## src/rtl/add_accum_unit.sv

```systemverilog
`default_nettype none
// ============================================================================
// Module   : add_accum_unit
// Brief    : Handshaked add/accumulate unit with optional saturation and an
//            output result FIFO.
// Revision : 1.0 - initial release
// ============================================================================
module add_accum_unit #(
    parameter int W     = 3,
    parameter int ACC_W = 4,
    parameter int SAT   = 0,
    parameter int DEPTH = 4
) (
    input  logic                       clk,
    input  logic                       rst,
    input  logic                       in_valid,
    output logic                       in_ready,
    input  logic [W-1:0]               in_x,
    input  logic [W-1:0]               in_y,
    input  logic                       in_mode,
    input  logic                       clr,
    output logic                       out_valid,
    input  logic                       out_ready,
    output logic [ACC_W-1:0]           out_z,
    output logic                       out_ovf,
    output logic [15:0]                count,
    output logic [$clog2(DEPTH):0]     level
);

    localparam int c_AW = $clog2(DEPTH);
    localparam int c_LW = $clog2(DEPTH) + 1;

    logic [ACC_W-1:0] r_mem_z [DEPTH];
    logic [DEPTH-1:0] r_mem_ovf;
    logic [c_AW-1:0]  r_wr_ptr;
    logic [c_AW-1:0]  r_rd_ptr;
    logic [c_LW-1:0]  r_level;
    logic [ACC_W-1:0] r_acc;
    logic [15:0]      r_count;

    logic             w_push;
    logic             w_pop;
    logic [W:0]       w_sum;
    logic [ACC_W:0]   w_sum_ext;
    logic [ACC_W-1:0] w_base;
    logic [ACC_W:0]   w_t;
    logic [ACC_W-1:0] w_res;
    logic             w_ovf;

    // No pass-through when full: a same-cycle pop does not open the input.
    assign in_ready  = !rst && (r_level != c_LW'(DEPTH));
    assign w_push    = in_valid && in_ready;
    assign out_valid = (r_level != '0);
    assign w_pop     = out_valid && out_ready;

    assign w_sum     = {1'b0, in_x} + {1'b0, in_y};
    assign w_sum_ext = {{(ACC_W - W){1'b0}}, w_sum};
    assign w_base    = clr ? '0 : r_acc;
    assign w_t       = {1'b0, w_base} + w_sum_ext;

    always_comb begin
        w_res = w_sum_ext[ACC_W-1:0];
        w_ovf = 1'b0;
        if (in_mode) begin
            w_res = w_t[ACC_W-1:0];
            if (w_t[ACC_W]) begin
                w_ovf = 1'b1;
                if (SAT != 0) begin
                    w_res = '1;
                end
            end
        end
    end

    // Storage is not reset; the head is masked to zero whenever empty.
    always_ff @(posedge clk) begin
        if (w_push) begin
            r_mem_z[r_wr_ptr]   <= w_res;
            r_mem_ovf[r_wr_ptr] <= w_ovf;
        end
    end

    always_ff @(posedge clk or posedge rst) begin
        if (rst) begin
            r_wr_ptr <= '0;
            r_rd_ptr <= '0;
            r_level  <= '0;
            r_acc    <= '0;
            r_count  <= '0;
        end else begin
            if (w_push) begin
                r_wr_ptr <= r_wr_ptr + 1'b1;
                r_count  <= r_count + 16'd1;
            end
            if (w_pop) begin
                r_rd_ptr <= r_rd_ptr + 1'b1;
            end
            case ({w_push, w_pop})
                2'b10:   r_level <= r_level + 1'b1;
                2'b01:   r_level <= r_level - 1'b1;
                default: r_level <= r_level;
            endcase
            if (w_push && in_mode) begin
                r_acc <= w_res;
            end else if (clr) begin
                r_acc <= '0;
            end
        end
    end

    assign out_z   = out_valid ? r_mem_z[r_rd_ptr] : '0;
    assign out_ovf = out_valid ? r_mem_ovf[r_rd_ptr] : 1'b0;
    assign count   = r_count;
    assign level   = r_level;

endmodule
`default_nettype wire

```

## config.mk

```make
export PLATFORM = sky130hd
export DESIGN_NAME = add_accum_unit
export DESIGN_NICKNAME = d
export VERILOG_FILES = /design/src/rtl/add_accum_unit.sv
export SDC_FILE = /design/constraint.sdc
export NUM_CORES = 1
export LEC_CHECK = 0
export BUFFER_PORTS_ARGS = -buffer_cell sky130_fd_sc_hd__buf_2
export CAP_MARGIN = 20
export CORE_ASPECT_RATIO = 0.5
export CORE_MARGIN = 3
export CORE_UTILIZATION = 40
export CTS_CLUSTER_DIAMETER = 80
export DETAILED_ROUTE_END_ITERATION = 8
export GPL_TIMING_DRIVEN = 0
export SETUP_SLACK_MARGIN = 0.4
export SYNTH_ARGS = -nofsm -noshare
export SYNTH_HDL_FRONTEND = slang
export SYNTH_SLANG_ARGS = --single-unit
export TNS_END_PERCENT = 30
```

## constraint.sdc

```tcl
create_clock -name clk -period 2.9 [get_ports clk]
set_input_delay 0.87 -clock clk [delete_from_list [all_inputs] [get_ports clk]]
set_output_delay 0.87 -clock clk [all_outputs]
set_load 0.01 [all_outputs]
```

==> results.md, run 1 <==
- Crit path DAT: 2.59 ns
- Critical hold path startpoint: count[15]$_DFFE_PP0P_
- CP Launch Type: input port
- Final Hold Vio Count: 0
- Post-synthesis sequential area ratio: 54.2%
- CP top delay family: adder cells
- FF+latch area: ~1300 um2
- Max Cap Viol: 0
- Syn_area_per_cell: 13.8 um2
- Reg2reg setup slack: about 0.52 ns
- Area of the multi-input gates: 1070 um2
- Post-synth cell types: 31
- Critical Path End: r_mem_z[3][3]$_DFFE_PP_
- Initial antenna violation count: 0
- Via count: 1376
- Post-route ant nets: 0
- H-tree depth: 2
- YS warnings: 0
- Slowest-stage cell, CP: fa_1
- Worst r2r src: level[0]$_DFFE_PP0P_
- Worst path required time: 2.92 ns
- Crit-path max cell delay: 0.49 ns
- R2r endpoint: level[2]$_DFFE_PP0P_
- Nets: around 240
- Global Route Usage Sum: 12.7%
- Clock tree buffer depth: 2
- Slew HR: 70.4%
- Die W: 114 um
- Dpl cells: 279
- WL per Instance: ~14 um
- Clk sinks: 47
- Pleak: 1.34 nW
- Post-CTS Hold Fix Bufs: 0
- Worst Slack Setup Final: 0.329 ns
- Actual slew at the worst max-slew pin: ~0.44 ns
- Fin Clk Skew: 0.00403 ns
- Grt ovf: 0
- Met1 usage: 16.7%
- Post-Syn Area: 2350 um2
- Port bufs: 36
- Syn Nets: slightly below 200
- CP cell instances: buf_6 > ha_4 > inv_2 > fa_1 > inv_2 > ha_4 > a21o_1 > a21oi_2 > xnor2_2 > mux2_4
- Core ar.: around 5600 um2
- Area growth syn-to-layout: 23.9%
- # rows: 19
- #FFs+latches synth: 47
- Worst path depth: 10
- Achievable Freq: 389 MHz
- Hold WC Path Type: reg -> reg
- Mapped Cells: between 150 and 200
- Initial DRC Count: 40
- Post-route minimum period: 2.57 ns
- Share of cells above drive strength 1: 35.0%
- DRC viols: 0
- First-pass GRT wire length: 6830 um
- Commonest non-fill, non-tap cell in the layout: buf_2
- Root Driver: clkbuf_16
- Filler Cells Inserted: 459
- Clock Latency Late Sink: 0.28 ns
- CTS Buf Count: 5
- Die H: 60.2 um
- Max-slew violation count: 0
- Final std cells w/o fill: 290
- ANT cells: 0
- CTS tree: yes
- Place WS: -0.0388 ns
- Met2 GRT Util: 20.7%
- Power Density: 818 nW/um2
- Drt first pass iters: 4
- Placed cell areas: between 2000 and 3000 um2
- Ports: 38
- Worst vdd ir: 0.313 mV
- Status: complete, no violations
- RSZ-0062 raised after global routing: true
- # setup viols final: 0
- Pin count of the biggest net entering global routing: 28
- Die area: 6900 um2
- Most Used Layer, Global Route: met2
- Critical Path Start: in_y[0]
- WP buf/inv: 3
- Via density: ~4.7
- Register clock-pin slew on the reported worst setup and hold paths: about 0.060 ns
- CP endpoint kind: flip-flop
- Crit Path Class: in -> reg
- Most frequent cells in the layout: 35 x buf_2, 26 x dfrtp_1, 20 x edfxtp_1
- Final HPWL DP: 2970 um
- Fin crit share: 88.7%
- Routed WL: 4000 um
- Starting density of the core: 42.1%
- Worst Path Max Fanout: 4
- Vias in the first global route: 1447
- Worst reg-to-reg path cell count: 10
- Met3 GRT Util: about 4.8%
- Design Area, Final: 2920 um2
- RD Place Congestion: 0.683
[sequential cells by signal (all words and copies together) (netlist names)]
signal     count
count         16
r_mem_z       16
r_acc          4
r_mem_ovf      4
level          3
r_rd_ptr       2
r_wr_ptr       2
[metal layers]
metal  up-vias  part of all wire (%)
met3         2                   6.0
li1        688                     -
met2        25                    45
met4         0                  0.40
met5         -                     0
met1       661                    48
[metrics by stage]
| stage | hold WS [ns] | power (mW) | TNS (ns) | utilization [%] |
|---|---|---|---|---|
| 2_1_floorplan | 0.508 | 1.48 | 0 | - |
| 3_3_place_gp | 0.462 | 1.70 | -0.0547 | 47.6 |
| 3_5_place_dp | 0.466 | 1.72 | -0.155 | 47.6 |
| 4_1_cts | 0.481 | 2.39 | 0 | 51.1 |
| 5_1_grt | 0.501 | 2.55 | 0 | 52.2 |
| 6_report | 0.473 | 2.39 | 0 | 52.2 |
[area by class of cell]
type,count,area share (%)
clock inverter,3,1.63
timing repair buffer,39,8.07
clock buffer,5,4.29
multi-input combinational,107,36.6
inverter,11,1.42
tap,73,3.13
buffer,5,1.03
sequential,47,43.8
[cells by family after synthesis]
| group | Yosys count | synth area share [%] |
|---|---|---|
| adders and majority gates | 16 | 9.46 |
| DFF | 47 | 54.2 |
| buffers and inverters | 16 | 2.66 |
| xor gates and xnor gates | 24 | 8.93 |
| AOI/OAI and AO/OA | 10 | 2.61 |
| muxes | 13 | 8.56 |
| and+or+nand+nor | 44 | 13.6 |
[cell usage after synthesis (all sizes together)]
master	number	share of area (%)
dfrtp	27	29
edfxtp	20	26
xnor2	15	5.6
ha	13	6.9
inv	11	1.8
and2	10	2.8
xor2	9	3.3
mux2	7	3.3
nand2	7	1.1
nor2b	6	1.6
mux4	5	4.8
nand3	5	1.1
a21o	4	1.3
a21oi	4	0.85
and4	4	1.5
clkbuf	3	0.48
fa	3	2.6
nor2	3	0.48
buf	2	0.43
nand4	2	0.53
nor3	2	0.64
nor3b	2	1.6
a31oi	1	0.27
mux2i	1	0.43
nand4b	1	1.0
nor4b	1	1.0
o21ai	1	0.21
or3	1	0.27
[how the worst min path moves through the flow]
stage	end	depth (start not counted)	slack, ns
after floorplan	count[15]$_DFFE_PP0P_	1	0.51
after detailed placement	count[15]$_DFFE_PP0P_	1	0.47
after global routing	count[15]$_DFFE_PP0P_	1	0.50
after CTS	count[15]$_DFFE_PP0P_	1	0.48
after global placement	count[15]$_DFFE_PP0P_	1	0.46
final	count[15]$_DFFE_PP0P_	1	0.47
[repair_timing]
action | in CTS | in global routing
pin swaps | 6 | 1
gates resized for setup | 3 | 10
endpoints found under the setup margin | 15 | 19
buffers inserted | 0 | 2
[report_power, final]
group	internal, mW	switching, mW
clock	0.411	0.241
combinational	0.400	0.391
sequential	0.839	0.105
Note: power is estimated with default switching activity, not from simulation.
==> run 2: changes to the inputs <==
--- a/config.mk
+++ b/config.mk
@@ -13,6 +13,7 @@
 export CTS_CLUSTER_DIAMETER = 80
 export DETAILED_ROUTE_END_ITERATION = 8
 export GPL_TIMING_DRIVEN = 0
+export REMOVE_ABC_BUFFERS = 1
 export SETUP_SLACK_MARGIN = 0.4
 export SYNTH_ARGS = -nofsm -noshare
 export SYNTH_HDL_FRONTEND = slang
==> run 2 against run 1 <==
Combinational power down 6.8%. Clock power rose by 13%. Sequential cell count unchanged. Critical endpoint is now r_mem_z[0][3]$_DFFE_PP_.
==> results.md, run 2 (synthesis results as in run 1) <==
- First-pass GRT wire length: 6920 um (was 6830 um)
- # rows: 19 (unchanged)
- Slowest-stage cell, CP: fa_1 (unchanged)
- Power Density: 844 nW/um2 (was 818 nW/um2)
- Fin crit share: 89.2% (was 88.7%)
- Area growth syn-to-layout: 23.6% (was 23.9%)
- Routed WL: 4120 um (was 4000 um)
- Initial DRC Count: 30 (was 40)
- Initial antenna violation count: 0 (unchanged)
- Filler Cells Inserted: 467 (was 459)
- Port bufs: 37 (was 36)
- Die H: 60.2 um (unchanged)
- Root Driver: clkbuf_16 (unchanged)
- CP Launch Type: input port (unchanged)
- Commonest non-fill, non-tap cell in the layout: buf_2 (unchanged)
- Final Hold Vio Count: 0 (unchanged)
- Via density: 4.81 (was 4.74)
- Post-route minimum period: 2.59 ns (was 2.57 ns)
- Tot Pwr: 2.46 mW (was 2.39 mW)
- Grt ovf: 0 (unchanged)
- Die area: 6900 um2 (unchanged)
- Slew HR: 58.7% (was 70.4%)
- Crit-path max cell delay: 0.41 ns (was 0.49 ns)
- CTS Buf Count: 5 (unchanged)
- RSZ-0062 raised after global routing: true (unchanged)
- Max-slew violation count: 0 (unchanged)
- # setup viols final: 0 (unchanged)
- DRC viols: 0 (unchanged)
- CTS tree: yes (unchanged)
- Drt first pass iters: 4 (unchanged)
- Hold slack: 0.478 ns (was 0.473 ns)
- Ports: 38 (unchanged)
- Fin Clk Skew: 0.00545 ns (was 0.00403 ns)
- Final std cells w/o fill: 285 (was 290)
- Achievable Freq: 386 MHz (was 389 MHz)
- Clk sinks: 47 (unchanged)
- Worst vdd ir: 0.447 mV (was 0.313 mV)
- Clock Latency Late Sink: 0.29 ns (was 0.28 ns)
- Cell mode on critical path: xnor2_2
- CP top delay family: adder cells (unchanged)
- Crit Path Class: in -> reg (unchanged)
- Core ar.: 5590 um2 (unchanged)
- WP buf/inv: 2 (was 3)
- Register clock-pin slew on the reported worst setup and hold paths: 0.07 ns (was 0.06 ns)
- Max Cap Viol: 0 (unchanged)
- Die W: 114 um (unchanged)
- Starting density of the core: 42.1% (unchanged)
- RD Place Congestion: 0.700 (was 0.683)
- Via count: 1370 (was 1376)
- ANT cells: 0 (unchanged)
- Vias in the first global route: 1438 (was 1447)
- Post-CTS Hold Fix Bufs: 0 (unchanged)
- Actual slew at the worst max-slew pin: 0.618 ns (was 0.442 ns)
- Final HPWL DP: 2950 um (was 2970 um)
- Status: complete, no violations (unchanged)
- Clock tree buffer depth: 2 (unchanged)
- H-tree depth: 2 (unchanged)
- Most frequent cells in the layout: 35 x buf_2, 26 x dfrtp_1, 20 x edfxtp_1 (unchanged)
- Worst Path Max Fanout: 4 (unchanged)
- Hold WC Path Type: reg -> reg (unchanged)
- Nets: 239 (was 244)
- WL per Instance: 14.4 um (was 13.8 um)
- Place WS: -0.139 ns (was -0.0388 ns)
- Share of cells above drive strength 1: 34.0% (was 35.0%)
- Dpl cells: 275 (was 279)
- CP endpoint kind: flip-flop (unchanged)
- Global Route Usage Sum: 13.1% (was 12.7%)
- Crit path DAT: 2.63 ns (was 2.59 ns)
- Post-route ant nets: 0 (unchanged)
- Worst Slack Setup Final: 0.312 ns (was 0.329 ns)
- CP cell instances: buf_6 > ha_4 > inv_2 > fa_1 > xnor2_2 > ha_1 > a21oi_2 > xnor2_2 > mux2_4 (was buf_6 > ha_4 > inv_2 > fa_1 > inv_2 > ha_4 > a21o_1 > a21oi_2 > xnor2_2 > mux2_4)
- Worst path required time: 2.94 ns (was 2.92 ns)
- Pin count of the biggest net entering global routing: 28 (unchanged)
- Pleak: 1.33 nW (was 1.34 nW)
-- run 2: cell count changes in the layout (fill, tap and decap cells not counted) --
cell        previous run  this run
clkbuf_1               1         0
xnor2_2                2         3
clkbuf_2               2         0
clkinv_4               1         0
buf_4                  2         1
fa_1                   2         3
bufinv_16              1         2
buf_6                  3         2
fa_2                   1         0
xnor2_1               13        12
clkinvlp_4             0         1
inv_6                  1         0
-- run 2: layer usage --
metal | track usage, % | up-vias | wire, um
li1 | - | 671 | -
met1 | 16.7 | 671 | 1920
met2 | 22.0 | 20 | 2010
met3 | 3.34 | 8 | 129
met4 | 5.08 | 0 | 61
met5 | 0 | - | 0
-- run 2: final timing paths --
kind / from / end / slack [ns] / depth (start not counted)
max reg2reg: level[0]$_DFFE_PP0P_ / level[2]$_DFFE_PP0P_ / 0.64 / 9
min reg2reg: count[15]$_DFFE_PP0P_ / count[15]$_DFFE_PP0P_ / 0.48 / 1
min in group asynchronous: rst / count[4]$_DFFE_PP0P_ / 0.57 / 2
max in group asynchronous: rst / r_rd_ptr[0]$_DFFE_PP0P_ / 1.91 / 3
max: in_y[0] / r_mem_z[0][3]$_DFFE_PP_ / 0.31 / 9
min: count[15]$_DFFE_PP0P_ / count[15]$_DFFE_PP0P_ / 0.48 / 1
-- run 2: final cells by class --
| type | count | area [um2] | area share (%) |
|---|---|---|---|
| sequential | 47 | 1280 | 43.9 |
| tap | 73 | 91.3 | 3.14 |
| inverter | 11 | 41.3 | 1.42 |
| timing repair buffer | 39 | 233 | 8.00 |
| multi-input combinational | 107 | 1070 | 36.9 |
| clock buffer | 5 | 125 | 4.30 |
| clock inverter | 3 | 67.6 | 2.32 |
-- run 2: through the flow --
stage / util (%) / cell area (um2) / TNS (ns)
after detailed placement: 46.7 / 2610 / -0.555
after CTS: 51.2 / 2860 / 0
after global routing: 52.1 / 2910 / 0
final: 52.1 / 2910 / 0
after global placement: 46.7 / 2610 / -0.410
after floorplan: - / 2330 / 0
-- run 2: power by group --
part / switching, mW / total [mW] / internal (mW)
Combinational: 0.357 / 0.737 / 0.380
Clock: 0.244 / 0.738 / 0.494
Sequential: 0.142 / 0.981 / 0.839
-- run 2: timing repair --
item                       4_1_cts  5_1_grt
pin swaps                        6        4
hold endpoints to repair         0        0
gates resized for setup         11        3
setup buffers                    1        0
setup endpoints to repair       22       21
